**src/rtl/cdb_writeback.sv**
```systemverilog
// ---------------------------------------------------------------------------
// cdb_writeback
//
// Common data bus writeback stage. Three execution units (adder, multiplier,
// load) each hand results to a private one-entry holding register. Every
// cycle a round-robin arbiter picks one occupied holding register. On the
// next rising edge the winner's result goes out on the CDB for exactly one
// cycle. A granted holding register may be refilled on the same edge that
// empties it, so one source streaming alone still gets one broadcast per
// cycle.
//
// Parameters
//   DATA_W  result data width
//   TAG_W   reservation-station tag width (tag 0 = "no producer")
//   ROB_W   ROB slot index width
//
// Ports
//   clk          single clock, rising edge
//   rst          synchronous active-high reset (takes priority over flush)
//   flush        synchronous discard of all held and outgoing results
//   src_valid    per-source result valid (bit 0 adder, 1 mult, 2 load)
//   src_data     per-source result, source s at [s*DATA_W +: DATA_W]
//   src_tag      per-source producer tag, packed like src_data
//   src_rob      per-source ROB slot, packed like src_data
//   src_ready    per-source acceptance (transfer = valid & ready at an edge)
//   cdb_valid    broadcast valid, one cycle per broadcast
//   cdb_data     broadcast result
//   cdb_tag      broadcast producer tag
//   cdb_rob      broadcast ROB slot
//   cdb_src      winning source index
//   bcast_count  broadcasts since reset, wraps at 16 bits
// ---------------------------------------------------------------------------
module cdb_writeback #(
    parameter int DATA_W = 64,
    parameter int TAG_W  = 4,
    parameter int ROB_W  = 2
) (
    input  logic                  clk,
    input  logic                  rst,
    input  logic                  flush,
    input  logic [2:0]            src_valid,
    input  logic [3*DATA_W-1:0]   src_data,
    input  logic [3*TAG_W-1:0]    src_tag,
    input  logic [3*ROB_W-1:0]    src_rob,
    output logic [2:0]            src_ready,
    output logic                  cdb_valid,
    output logic [DATA_W-1:0]     cdb_data,
    output logic [TAG_W-1:0]      cdb_tag,
    output logic [ROB_W-1:0]      cdb_rob,
    output logic [1:0]            cdb_src,
    output logic [15:0]           bcast_count
);

    // Holding registers, one per source
    logic [2:0]        hold_valid;
    logic [DATA_W-1:0] hold_data [3];
    logic [TAG_W-1:0]  hold_tag  [3];
    logic [ROB_W-1:0]  hold_rob  [3];

    // Round-robin pointer: the source searched first this cycle
    logic [1:0] rr_ptr;

    // Arbitration results
    logic [2:0]        grant;
    logic [1:0]        win_idx;
    logic              win_found;
    logic [1:0]        cand;
    logic [3:0]        hv_ext;
    logic [DATA_W-1:0] win_data;
    logic [TAG_W-1:0]  win_tag;
    logic [ROB_W-1:0]  win_rob;

    // Successor in the 0 -> 1 -> 2 -> 0 ring. The unused code 3 maps to 0.
    function automatic logic [1:0] next_idx(input logic [1:0] idx);
        return (idx == 2'd2) ? 2'd0 : idx + 2'd1;
    endfunction

    // Round-robin search over occupied holding registers, starting at
    // rr_ptr. hold_valid is widened to 4 bits so the 2-bit candidate index
    // can never land outside the vector. No grant is issued during reset or
    // flush, because those cycles must not consume any pending result.
    always_comb begin
        grant     = 3'b000;
        win_idx   = 2'd0;
        win_found = 1'b0;
        hv_ext    = {1'b0, hold_valid};
        cand      = (rr_ptr == 2'd3) ? 2'd0 : rr_ptr;
        for (int i = 0; i < 3; i++) begin
            if (!win_found && hv_ext[cand]) begin
                win_found = 1'b1;
                win_idx   = cand;
            end
            cand = next_idx(cand);
        end
        if (win_found && !rst && !flush) begin
            grant = 3'b001 << win_idx;
        end
    end

    // Route the winning entry to the broadcast registers
    always_comb begin
        win_data = hold_data[0];
        win_tag  = hold_tag[0];
        win_rob  = hold_rob[0];
        case (win_idx)
            2'd1: begin
                win_data = hold_data[1];
                win_tag  = hold_tag[1];
                win_rob  = hold_rob[1];
            end
            2'd2: begin
                win_data = hold_data[2];
                win_tag  = hold_tag[2];
                win_rob  = hold_rob[2];
            end
            default: begin
                win_data = hold_data[0];
                win_tag  = hold_tag[0];
                win_rob  = hold_rob[0];
            end
        endcase
    end

    // An entry being granted this cycle frees up at the same edge, so it
    // can take a new result immediately.
    assign src_ready = {3{~rst & ~flush}} & (~hold_valid | grant);

    // Holding registers, broadcast registers, pointer and counter.
    // A tag-0 result is accepted but discarded: the entry stays empty.
    // Holding payloads need no reset because hold_valid qualifies them.
    always_ff @(posedge clk) begin
        if (rst) begin
            hold_valid  <= 3'b000;
            rr_ptr      <= 2'd0;
            cdb_valid   <= 1'b0;
            cdb_data    <= '0;
            cdb_tag     <= '0;
            cdb_rob     <= '0;
            cdb_src     <= 2'd0;
            bcast_count <= 16'd0;
        end else if (flush) begin
            hold_valid <= 3'b000;
            cdb_valid  <= 1'b0;
        end else begin
            for (int s = 0; s < 3; s++) begin
                if (src_valid[s] && src_ready[s]) begin
                    hold_valid[s] <= (src_tag[s*TAG_W +: TAG_W] != '0);
                    hold_data[s]  <= src_data[s*DATA_W +: DATA_W];
                    hold_tag[s]   <= src_tag[s*TAG_W +: TAG_W];
                    hold_rob[s]   <= src_rob[s*ROB_W +: ROB_W];
                end else if (grant[s]) begin
                    hold_valid[s] <= 1'b0;
                end
            end

            if (|grant) begin
                cdb_valid   <= 1'b1;
                cdb_data    <= win_data;
                cdb_tag     <= win_tag;
                cdb_rob     <= win_rob;
                cdb_src     <= win_idx;
                rr_ptr      <= next_idx(win_idx);
                bcast_count <= bcast_count + 16'd1;
            end else begin
                cdb_valid <= 1'b0;
            end
        end
    end

endmodule

```
**config.mk**
```make
export PLATFORM = sky130hd
export DESIGN_NAME = cdb_writeback
export DESIGN_NICKNAME = d
export VERILOG_FILES = /design/src/rtl/cdb_writeback.sv
export SDC_FILE = /design/constraint.sdc
export NUM_CORES = 1
export LEC_CHECK = 0
export CORE_MARGIN = 2
export CORE_UTILIZATION = 48
export DETAILED_ROUTE_END_ITERATION = 12
export PLACE_DENSITY = 0.86
export SETUP_SLACK_MARGIN = 0.02
export SKIP_CTS_REPAIR_TIMING = 1
export SLEW_MARGIN = 40
export SYNTH_ARGS = -nofsm -noshare
export SYNTH_HDL_FRONTEND = slang
export SYNTH_SLANG_ARGS = --single-unit
export TNS_END_PERCENT = 10
```
**constraint.sdc**
```tcl
create_clock -name clk -period 5.2 [get_ports clk]
set_input_delay 1.3 -clock clk [delete_from_list [all_inputs] [get_ports clk]]
set_output_delay 1.3 -clock clk [all_outputs]
set_load 0.05 [all_outputs]
```
==> out/metrics.cfg <==
[setup_path]
critPathBufInv = 3
cpLargestDelayFamily = buffers and inverters
cpPeakStageDelay_ns = 0.74
critPathMaxFanout = 6
required_ns = 3.90
crit_chain = inv_1, ha_1, nor2b_1, a21oi_1, o21ai_0, inv_1, ha_4, o21ai_0, a21oi_1, clkdlybuf4s50_1
worstSetupPathType = reg2out
cp_slowest_cell = clkdlybuf4s50_1
crit_arrival_ns = 3.67
cp-end-kind = output pin
start_kind = register

[synthesis]
synth.ff_latch_count = 304
yosysWarnings = 0
synth_area_leader_cell = edfxtp_1
syn-cell-area_mm2 = 0.0113
yosys-top-cells-area = edfxtp_1, dfxtp_1, a22oi_1
synthCells = 847
synth.distinct_cells = 43
synth_edf_count = 210
ys_seq_area_share_pct = 72.5
syn-num-nets = 1073
ys.flop_type = edfxtp_1
synth_top_area_share_pct = 55.8
syn_area_per_cell_um2 = 13.3
synthArstFlopShare_pct = 0

[clock_network]
numCtsBuffers = 30
clkSinkCount = 304
worst_skew_pair.late_latency_ns = 0.56
cts_tree = done
cts_root_buffer = clkbuf_16
clkTransAtPathRegs_ns = 0.06
clockBufferDepth = 3
h-tree-depth = 1

[drt]
drc = 0
drt-vias-per-instance = 5.57
vias = 8261
ant_nets = 0
routedWlPerCell_um = 20.6
drt_iter0_drc = 559
wirelength_um = 30500
first_pass_iters = 5

[timing]
tns_ns = 0
final_hold_viol_count = 0
setup_viol = 0
clock-skew-final_ns = 0.0182
rsz0062_at_grt = no
max_slew_margin_pct = 47.4
maxSlewViolCount = 0
worst_pin_slew_ns = 0.789
period_needed_ns = 4.97
post-route-period-util_pct = 95.5
timing.fmax_mhz = 201

[global_routing]
grt_pass1_vias = 8308
grt_start_max_net_pins = 100
grt_overflow = 0
grt_first_pass_wirelength_um = 45400
grt_usage_pct = 24.0
antenna_found_initial = 0

[final_layout]
nNetsFinal = 1367
stdcell_area_mm2 = 0.0157
drive_gt1_share_pct = 6.44
final_core_util_pct = 67.7
fin_cells = 1484
diodes = 0
syn2layout_area_growth_pct = 39.4

[status]
outcome = finished clean

[hold_path]
min_path_type = reg2reg

[floorplanning]
core_mm2 = 0.0233
ios = 308
rows = 56
die_width_um = 157
dieHeight_um = 157
dieArea_mm2 = 0.0248
initial_utilization_pct = 48.5

[placed_design]
port_buffers = 307
place.gp.congestion = 0.854
dpl.hpwl_um = 20500
place_area_mm2 = 0.0147
dp_cells = 1428

[pwr]
power.static_leakage_nw = 5.07
power_density_mw_per_mm2 = 355
ir_drop_mv = 0.278

[flow_run]
maxCapViolations = 0

state kept, by name (all words and copies together) (netlist names):
| register | cells |
|---|---|
| hold_data | 192 |
| cdb_data | 64 |
| bcast_count | 16 |
| hold_tag | 12 |
| hold_rob | 6 |
| cdb_tag | 4 |
| hold_valid | 3 |
| cdb_rob | 2 |
| cdb_src | 2 |
| rr_ptr | 2 |
| cdb_valid | 1 |
cells in the mapped netlist (9+ instances only):
cell type and instances:
a22oi_1 70, buf_2 9, nand3b_1 22, dfxtp_1 94, ha_1 10, xor2_1 10
clkbuf_1 37, nand2_1 134, nor2_1 16, o21ai_0 44, edfxtp_1 210, a21oi_1 61
o211ai_1 55
stage by stage:
stage	hold slack, ns	power [mW]	worst slack [ns]
after floorplan	0.484	3.12	0.796
after global placement	0.440	3.42	0.847
after detailed placement	0.446	3.46	0.839
final	0.452	5.58	0.233
after CTS	0.454	5.62	0.321
after global routing	0.474	5.76	0.0288
power by group:
part	internal (mW)	switching [mW]
clock	1.28	0.886
combinational	0.295	0.405
sequential	2.68	0.0352
per-layer routing:
metal | wire length [um] | global-route usage [%] | share of wire (%)
met1 | 11600 | 29.3 | 38
met2 | 15700 | 41.8 | 51
met3 | 1880 | 3.80 | 6.1
met4 | 1360 | 10.9 | 4.4
met5 | 0 | 0 | 0
worst reg2reg max path, delay by kind of cell (launching register included):
family,cells,cell delay (ns)
AOI/OAI and AO/OA,6,1.21
DFF,1,0.37
and+or+nand+nor,1,0.21
buffers and inverters,5,1.49
adders and majority gates,2,0.68
layout make-up:
class	count	area, um^2
Timing Repair Buffer	322	3290
Clock inverter	13	155
Inverter	7	26.3
Fill cell	1654	7520
Clock buffer	43	850
Multi-Input combinational cell	476	2840
Tap cell	319	399
Sequential cell	304	8190
cell usage in the layout, fill, tap and decap left out, types with 9 or more instances in the layout:
cell             instances
nand2_1                134
dfxtp_1                 94
nand3b_1                22
a21oi_1                 61
o21ai_1                  9
clkdlybuf4s50_1        305
a22oi_1                 70
edfxtp_1               210
xor2_1                  10
o211ai_1                55
nor2_1                  16
clkbuf_16               30
o21ai_0                 43
path summary, 6_finish.rpt:
kind                            slack (ns)            to  cells past startpoint         start
worst max-delay path                  0.23  src_ready[0]                     10     rr_ptr[0]
worst min-delay path                  0.45  cdb_data[49]                      2  cdb_data[49]
worst max register to register        1.19  cdb_data[61]                     14     rr_ptr[0]
worst min register to register        0.45  cdb_data[49]                      2  cdb_data[49]
kinds of logic after synthesis:
family	after synthesis	synth area share, %
AND/OR/NAND/NOR	198	8.01
flip-flops	304	72.5
buffers and inverters	67	2.66
multiplexers	2	0.177
XOR/XNOR	12	0.931
adder cells (fa/ha/maj)	10	1.11
AO/OA/AOI/OAI	254	14.6
(Power assumes the default switching activity.)
